`src/rtl/operand_serializer_if.sv`:
```
// operand_serializer_if: parallel-in handshake and serial-out frame bus for operand_serializer
interface operand_serializer_if #(parameter int WIDTH = 8);
  logic [WIDTH-1:0] din;
  logic din_valid;
  logic din_ready;
  logic hold;
  logic dout;
  logic dout_valid;
  logic dout_last;
  logic busy;
  modport master(output din, din_valid, hold, input din_ready, dout, dout_valid, dout_last, busy);
  modport slave(input din, din_valid, hold, output din_ready, dout, dout_valid, dout_last, busy);
endinterface

```
`src/rtl/operand_serializer.sv`:
```
// operand_serializer: frames a parallel word as start bit, LSB-first data and optional even parity on a 1-bit stream
module operand_serializer #(
  parameter int WIDTH = 8,
  parameter bit PARITY_EN = 1'b1
) (
  input logic clk,
  input logic rst,
  operand_serializer_if.slave bus
);
  localparam int CW = (WIDTH > 1) ? $clog2(WIDTH) : 1;
  localparam logic [1:0] IDLE = 2'd0;
  localparam logic [1:0] START = 2'd1;
  localparam logic [1:0] DATA = 2'd2;
  localparam logic [1:0] PARITY = 2'd3;
  logic [1:0] state;
  logic [CW-1:0] cnt;
  logic [WIDTH-1:0] sh;
  logic par;
  logic dout_r;
  logic valid_r;
  logic last_r;
  logic xfer;
  assign bus.din_ready = !rst && !bus.hold && (state == IDLE || last_r);
  assign xfer = bus.din_valid && bus.din_ready;
  // hold masks the registered bit in the same cycle so the stalled bit reappears intact on release
  assign bus.dout = dout_r && !bus.hold;
  assign bus.dout_valid = valid_r && !bus.hold;
  assign bus.dout_last = last_r && !bus.hold;
  assign bus.busy = state != IDLE;
  always_ff @(posedge clk) begin
    if (rst) begin
      state <= IDLE;
      cnt <= '0;
      sh <= '0;
      par <= 1'b0;
      dout_r <= 1'b0;
      valid_r <= 1'b0;
      last_r <= 1'b0;
    end else if (!bus.hold) begin
      if (xfer) begin
        state <= START;
        sh <= bus.din;
        par <= 1'b0;
        cnt <= '0;
        dout_r <= 1'b1;
        valid_r <= 1'b1;
        last_r <= 1'b0;
      end else if (state == START) begin
        state <= DATA;
        cnt <= '0;
        dout_r <= sh[0];
        sh <= sh >> 1;
        par <= sh[0];
        last_r <= 1'b0;
      end else if (state == DATA && cnt != CW'(WIDTH - 1)) begin
        cnt <= cnt + 1'b1;
        dout_r <= sh[0];
        sh <= sh >> 1;
        par <= par ^ sh[0];
        last_r <= !PARITY_EN && cnt == CW'(WIDTH - 2);
      end else if (state == DATA && PARITY_EN) begin
        state <= PARITY;
        dout_r <= par;
        last_r <= 1'b1;
      end else begin
        state <= IDLE;
        dout_r <= 1'b0;
        valid_r <= 1'b0;
        last_r <= 1'b0;
      end
    end
  end
endmodule

```
`src/flat_wrapper.sv`:
```
// flat-port wrapper written by rule: the top's interface ports become plain ports
module operand_serializer_flat 
#(
  parameter int WIDTH = 8,
  parameter bit PARITY_EN = 1'b1
)
  (clk, rst, bus_din, bus_din_valid, bus_hold, bus_din_ready, bus_dout, bus_dout_valid, bus_dout_last, bus_busy);
  operand_serializer_if #(.WIDTH(WIDTH)) bus_i ();
  input logic clk;
  input logic rst;
  input wire logic [$bits(bus_i.din)-1:0] bus_din;
  input wire logic [$bits(bus_i.din_valid)-1:0] bus_din_valid;
  input wire logic [$bits(bus_i.hold)-1:0] bus_hold;
  output wire logic [$bits(bus_i.din_ready)-1:0] bus_din_ready;
  output wire logic [$bits(bus_i.dout)-1:0] bus_dout;
  output wire logic [$bits(bus_i.dout_valid)-1:0] bus_dout_valid;
  output wire logic [$bits(bus_i.dout_last)-1:0] bus_dout_last;
  output wire logic [$bits(bus_i.busy)-1:0] bus_busy;
  assign bus_i.din = bus_din;
  assign bus_i.din_valid = bus_din_valid;
  assign bus_i.hold = bus_hold;
  assign bus_din_ready = bus_i.din_ready;
  assign bus_dout = bus_i.dout;
  assign bus_dout_valid = bus_i.dout_valid;
  assign bus_dout_last = bus_i.dout_last;
  assign bus_busy = bus_i.busy;
  operand_serializer #(.WIDTH(WIDTH), .PARITY_EN(PARITY_EN)) u_core (.clk(clk), .rst(rst), .bus(bus_i));
endmodule
```
`config.mk`:
```
export PLATFORM = sky130hd
export DESIGN_NAME = operand_serializer_flat
export DESIGN_NICKNAME = d
export VERILOG_FILES = /design/src/rtl/operand_serializer_if.sv /design/src/rtl/operand_serializer.sv /design/src/flat_wrapper.sv
export SDC_FILE = /design/constraint.sdc
export NUM_CORES = 1
export LEC_CHECK = 0
export ABC_AREA = 0
export CAP_MARGIN = 40
export CORE_UTILIZATION = 38
export CTS_BUF_LIST = sky130_fd_sc_hd__clkbuf_8
export DETAILED_ROUTE_END_ITERATION = 8
export MAX_ROUTING_LAYER = met4
export SYNTH_ARGS = -nofsm -noshare
export SYNTH_HDL_FRONTEND = slang
export SYNTH_SLANG_ARGS = --single-unit
```
`constraint.sdc`:
```
create_clock -name clk -period 3.6 [get_ports clk]
set_input_delay 1.08 -clock clk [delete_from_list [all_inputs] [get_ports clk]]
set_output_delay 1.08 -clock clk [all_outputs]
set_load 0.1 [all_outputs]
```
==> results of run 1 <==
## worst max-delay path, cell delays in order
cell and delay (ps):
clkdlybuf4s50_1 420, o21bai_1 180, nor2_1 190, buf_12 210
## Yosys cell counts
cell type	n	area [um2]
dfxtp_1	17	340
nand2_1	12	45.0
inv_1	11	41.3
a211oi_1	7	52.6
a221oi_2	7	105
a21oi_1	6	30.0
clkbuf_1	5	18.8
ha_1	5	62.6
nand2b_1	4	25.0
nor2_1	4	15.0
and2b_1	3	22.5
nor2b_1	3	18.8
a32o_1	2	20.0
buf_6	2	22.5
nand4b_1	2	17.5
nor3_1	2	10.0
o21ai_0	2	10.0
a2111oi_2	1	15.0
a211oi_4	1	20.0
buf_2	1	5.00
nand3b_1	1	7.51
nor3b_1	1	7.51
o211a_1	1	10.0
o21a_1	1	7.51
o21ai_1	1	5.00
o21ba_1	1	10.0
o21ba_4	1	16.3
o21bai_1	1	7.51
o22ai_1	1	6.26
o311a_1	1	10.0
o31ai_1	1	7.51
or2_1	1	6.26
or3b_1	1	8.76
or4_1	1	7.51
## routing by layer
metal	up-vias	part of all wire, %	track usage [%]
met3	2	1.9	5.08
met2	7	47	29.8
li1	439	-	-
met1	387	50	22.8
met5	-	0	-
met4	0	1.2	7.89
## worst min path at each step
stage,slack (ps),to
4_1_cts,460,u_core.sh[6]$_SDFFE_PP0P_
3_3_place_gp,450,u_core.sh[6]$_SDFFE_PP0P_
2_1_floorplan,440,u_core.sh[6]$_SDFFE_PP0P_
5_1_grt,490,u_core.sh[1]$_SDFFE_PP0P_
6_report,460,u_core.sh[6]$_SDFFE_PP0P_
3_5_place_dp,450,u_core.sh[6]$_SDFFE_PP0P_
## cell usage in the layout (no fill, tap or decap), drive strengths merged
cell	n
a2111oi	1
a211oi	8
a21oi	6
a221oi	7
a32o	2
and2b	3
buf	10
clkbuf	3
clkdlybuf4s50	11
dfxtp	17
ha	5
inv	12
nand2	12
nand2b	4
nand3b	1
nand4b	2
nor2	4
nor2b	3
nor3	2
nor3b	1
o211a	1
o21a	1
o21ai	3
o21ba	2
o21bai	1
o22ai	1
o311a	1
o31ai	1
or2	1
or3b	1
or4	1
## registers in the layout (all words and copies together), names as in the netlist
register,cells
u_core.cnt,3
u_core.dout_r,1
u_core.last_r,1
u_core.par,1
u_core.sh,8
u_core.state,2
u_core.valid_r,1
## power groups by stage
stage	Sequential [mW]	Clock (mW)	Combinational, mW
after floorplan	0.207	0	0.0858
after global placement	0.208	0	0.119
after detailed placement	0.209	0	0.120
after CTS	0.204	0.145	0.121
after global routing	0.206	0.156	0.129
final	0.205	0.138	0.119
## area by class of cell
| cell class | count | area, um2 |
|---|---|---|
| Clock buffer | 3 | 41.3 |
| Clock inverter | 1 | 3.75 |
| Fill cell | 233 | 1210 |
| Inverter | 11 | 41.3 |
| Multi-Input combinational cell | 75 | 587 |
| Sequential cell | 17 | 340 |
| Tap cell | 30 | 37.5 |
| Timing Repair Buffer | 21 | 235 |
## cell families (layout without fill, tap and decap cells)
logic type               count (synthesis)  in the layout  synth area share [%]
AND/OR/NAND/NOR                         35             35                  18.9
AO/OA/AOI/OAI                           35             35                  32.8
buffers and inverters                   19             36                  8.63
flip-flops                              17             17                  33.5
adder cells (fa/ha/maj)                  5              5                  6.17
==> impl_results.md, run 1 <==
* Design area at approximately 1300 um2
* Max Cap Viol at 0
* CP endpoint kind: output pin
* Least-Margin Pin Slew at 494 ps
* H-tree depth at 1
* Maximum VDD drop at 0.280 mV
* Largest net degree at the start of global routing at 19
* Die X at 53.7 um
* Fin Setup TNS at 0 ps
* GPL Wtd Cong at 0.739
* Critical Path End: bus_din_ready
* Seq pwr share at 44.3%
* Reg2reg setup slack at 1710 ps
* Worst setup margin at 449 ps
* Total number of vias at 835
* Area growth from synthesis to layout at 26.8%
* Routed Antenna Nets at 0
* Placed Cells at about 150
* DR pass1 iterations at 5
* # setup viols final at 0
* Vias in the first global route at 824
* Internal at 0.325 mW
* Yosys cell types at 34
* Finished Layout Cells at between 150 and 200
* Drt wl/cell at 13.2 um
* Clock network power share at around 30%
* CTS tree: done
* Antenna Cells at 0
* Clk buf depth at 2
* Routed WL at 2080 um
* Chip Height at roughly 54 um
* Hold Path Class: flip-flop to flip-flop
* Fin nets at approximately 150
* Reg2reg start: u_core.cnt[0]$_SDFFE_PP0P_
* Port Buffers at 16
* Worst hold stages at 2
* WHS at 461 ps
* Synth Warn # at 0
* Critical Path RT at 2520 ps
* First-pass GRT wire length at about 3700 um
* Relative slew margins at about two thirds
* Reg-to-reg endpoint: u_core.sh[4]$_SDFFE_PP0P_
* Clock sink count at 17
* Num rows at 18
* Post-CTS Resized at 0
* Postcts setup bufs at 0
* Final Max Tran Viols at 0
* Cell Area, Placed at between 1000 and 1500 um2
* Flops & latches, synth at 17
* All-Layer GR Usage at a little under a fifth
* Antenna violations before repair at 0
* Synth Cell Area at between 1000 and 1500 um2
* Core Area at 2500 um2
* Final HPWL DP at 1510 um
* P_sw at 0.137 mW
* Switching Fraction at 29.7%
* Critical Path Source: rst
* Final period util at 87.5%
* Register-to-Register Path Depth at 6
* DRC violations left at 0
* Worst setup SP type: input pin
* Io pins at 17
* Clk Latency, worst-skew pair at approximately 250 ps
* DRT iter0 DRCs at 15
* Hold Vio Cnt, Final at 0
* Initial Utilization at 40.6%
* Full die area at 2880 um2
* Mapped Cells at 111
* Clock Skews at 0.725 ps
* RSZ-0062 raised after global routing: false
* Gate power share at 25.8%
* Vias per inst at 5.28
* Power Total at 0.462 mW
* Syn nets at 128
* Root Driver: clkbuf_8
* Number of buffers created by CTS at 3
* Util after Layout at 51.5%
* Pre-CTS setup slack at 436 ps
* Worst EP arrival at between 2000 and 2500 ps
* Hold_sp: u_core.sh[6]$_SDFFE_PP0P_
* Clock transition at the registers of the reported paths at about 60 ps
* CP Class: input pin to output pin
* Mean Syn Cell Area at 9.14 um2
* FMAX at ~320 MHz
* Final min period at 3150 ps
* Post-synthesis sequential area ratio at 33.5%
* Post-CTS Hold Fix Bufs at 0
* Outcome: completed
* Power density cells at 359 nW/um2
* Remaining global-route overflow at 0
* Cell leakage power at 0.474 nW
* Peak fanout along the critical path at 2
* Share of cells above drive strength 1 at approximately 18%
Note: power is estimated with default switching activity, not from simulation.
==> run 2, diff against run 1 <==
CORE_UTILIZATION = 58   (was 38)
PLACE_DENSITY = 0.86   (was default)
==> impl_results.md, run 2 (synthesized netlist as in run 1, its figures left out) <==
* Routed Antenna Nets at 0 (unchanged)
* Share of cells above drive strength 1 at 18.0% (unchanged)
* DRC violations left at 1 (+1)
* Core Area at 1580 um2 (-37%)
* DRT iter0 DRCs at 19 (+4)
* Clock sink count at 17 (unchanged)
* Maximum VDD drop at 0.286 mV (+2.4%)
* Finished Layout Cells at 144 (-8.9%)
* CP endpoint kind: output pin
* Pre-CTS setup slack at 287 ps (-149 ps)
* Final period util at 92.0% (+4.4 points)
* Storage cell area at 340 um2 (unchanged)
* Fill cells at 102 (-56%)
* Initial Utilization at 64.4% (+24 points)
* Area growth from synthesis to layout at 25.0%
* Vias per inst at 6.24 (+18%)
* CP Class: input pin to output pin
* Hold_sp: u_core.sh[6]$_SDFFE_PP0P_
* Failing checks: DRC
* GPL Wtd Cong at 0.757 (+2.4%)
* Antenna Cells at 0 (unchanged)
* # setup viols final at 0 (unchanged)
* Most frequent cells in the layout: dfxtp_1, inv_1, nand2_1, clkdlybuf4s50_1
* Relative slew margins at 65.8% (-1.1 points)
* H-tree depth at 1 (unchanged)
* Post-CTS Resized at 0 (unchanged)
* CTS tree: done
* Hold Path Class: flip-flop to flip-flop
* DR pass1 iterations at 6 (+1)
* Cell leakage power at 0.474 nW (unchanged)
* Worst EP arrival at 2230 ps (+160 ps)
* Clock Skews at 7.37 ps (+6.64 ps)
* Max FFs per register at 8 (unchanged)
* First-pass GRT wire length at 3710 um (unchanged)
* Antenna violations before repair at 0 (unchanged)
* Full die area at 1920 um2 (-33%)
* Clock transition at the registers of the reported paths at 70 ps (about the same)
* Hold Vio Cnt, Final at 0 (unchanged)
* Drt wl/cell at 15.1 um (+14%)
* Remaining global-route overflow at 0 (unchanged)
* Post-CTS Hold Fix Bufs at 0 (unchanged)
* Vias in the first global route at 811 (-1.6%)
* Io pins at 17 (unchanged)
* Max Cap Viol at 0 (unchanged)
* Peak fanout along the critical path at 13 (+11)
* Biggest register: u_core.sh
* Routed WL at 2170 um (+4.3%)
* Clk Latency, worst-skew pair at 260 ps (about the same)
* Max stage delay on crit path at 620 ps (+200 ps)
* Final HPWL DP at 1490 um (-1.5%)
* Placed Cells at 140 (-9.1%)
* All-Layer GR Usage at 27.1% (+8.1 points)
* Reg2reg start: u_core.cnt[0]$_SDFFE_PP0P_
* Least-Margin Pin Slew at 512 ps (+18.5 ps)
* Fin nets at 146 (unchanged)
* Top flop regs: u_core.sh (8), u_core.cnt (3), u_core.state (2)
* Largest net degree at the start of global routing at 19 (unchanged)
* RSZ-0062 raised after global routing: false
* M3 GR Usage at 1.25% (-3.8 points)
* Met1 usage at 36.4% (+14 points)
* Power density cells at 369 nW/um2 (+2.9%)
* Slowest-stage cell, CP: clkdlybuf4s50_1
* GRT busiest layer: met2
* Worst setup SP type: input pin
* Postcts setup bufs at 0 (unchanged)
* Chip Height at 43.8 um (-18%)
* Worst path cell trace: clkdlybuf4s50_1, nor2b_1, buf_12
* Clk buf depth at 2 (unchanged)
* CP top delay family: buffers and inverters
* Number of buffers created by CTS at 3 (unchanged)
* Die X at 43.8 um (-18%)
* FMAX at 302 MHz (-4.8%)
* Final min period at 3310 ps (+160 ps)
* Critical Path Source: bus_hold
* Critical Path RT at 2520 ps (about the same)
* Commonest non-fill, non-tap cell in the layout: dfxtp_1
* Total number of vias at 898 (+7.5%)
* Root Driver: clkbuf_8
* Grt met2 use at 41.5% (+12 points)
* Num rows at 14 (-4)
* Outcome: complete, but fails checks
* Final Max Tran Viols at 0 (unchanged)
* Worst path bufs/invs at 2 (unchanged)
* Multi-input gate area at 587 um2 (unchanged)
* Port Buffers at 16 (unchanged)
* Worst setup margin at 290 ps (-160 ps)
run 2: worst paths after layout:
check / endpoint / slack [ps] / cells after the start
worst max-delay path: bus_dout / 290 / 3
worst min-delay path: u_core.sh[6]$_SDFFE_PP0P_ / 470 / 2
worst max register to register: u_core.sh[0]$_SDFFE_PP0P_ / 1670 / 6
worst min register to register: u_core.sh[6]$_SDFFE_PP0P_ / 470 / 2
run 2: cell type report:
cell class	instances	area share, %
Sequential cell	17	26.8
Inverter	11	3.25
Timing Repair Buffer	21	18.5
Tap cell	16	1.58
Clock inverter	1	0.296
Multi-Input combinational cell	75	46.3
Clock buffer	3	3.25
run 2: where the power goes:
group	switching (mW)	internal, mW	total (mW)
Combinational	0.0706	0.0504	0.121
Clock	0.0671	0.0758	0.143
Sequential	0.00580	0.199	0.205
run 2: layer usage:
layer | vias up | routed length (um)
li1 | 435 | -
met1 | 427 | 966
met2 | 31 | 1060
met3 | 5 | 109
met4 | 0 | 36
met5 | - | 0
run 2: worst min-delay path, stage by stage, from the launching register on:
cell      delay, ps
dfxtp_1         310
inv_1            60
a221oi_2         50
run 2: per-stage QoR:
stage	utilization, %	power [mW]	hold WS (ps)	cell area (um2)	setup TNS, ps
after floorplan	-	0.293	439	1010	-1030
after global placement	77.6	0.325	449	1220	0
after detailed placement	77.6	0.328	459	1220	0
after CTS	80.5	0.469	470	1270	0
after global routing	80.5	0.486	496	1270	0
final	80.5	0.469	465	1270	0
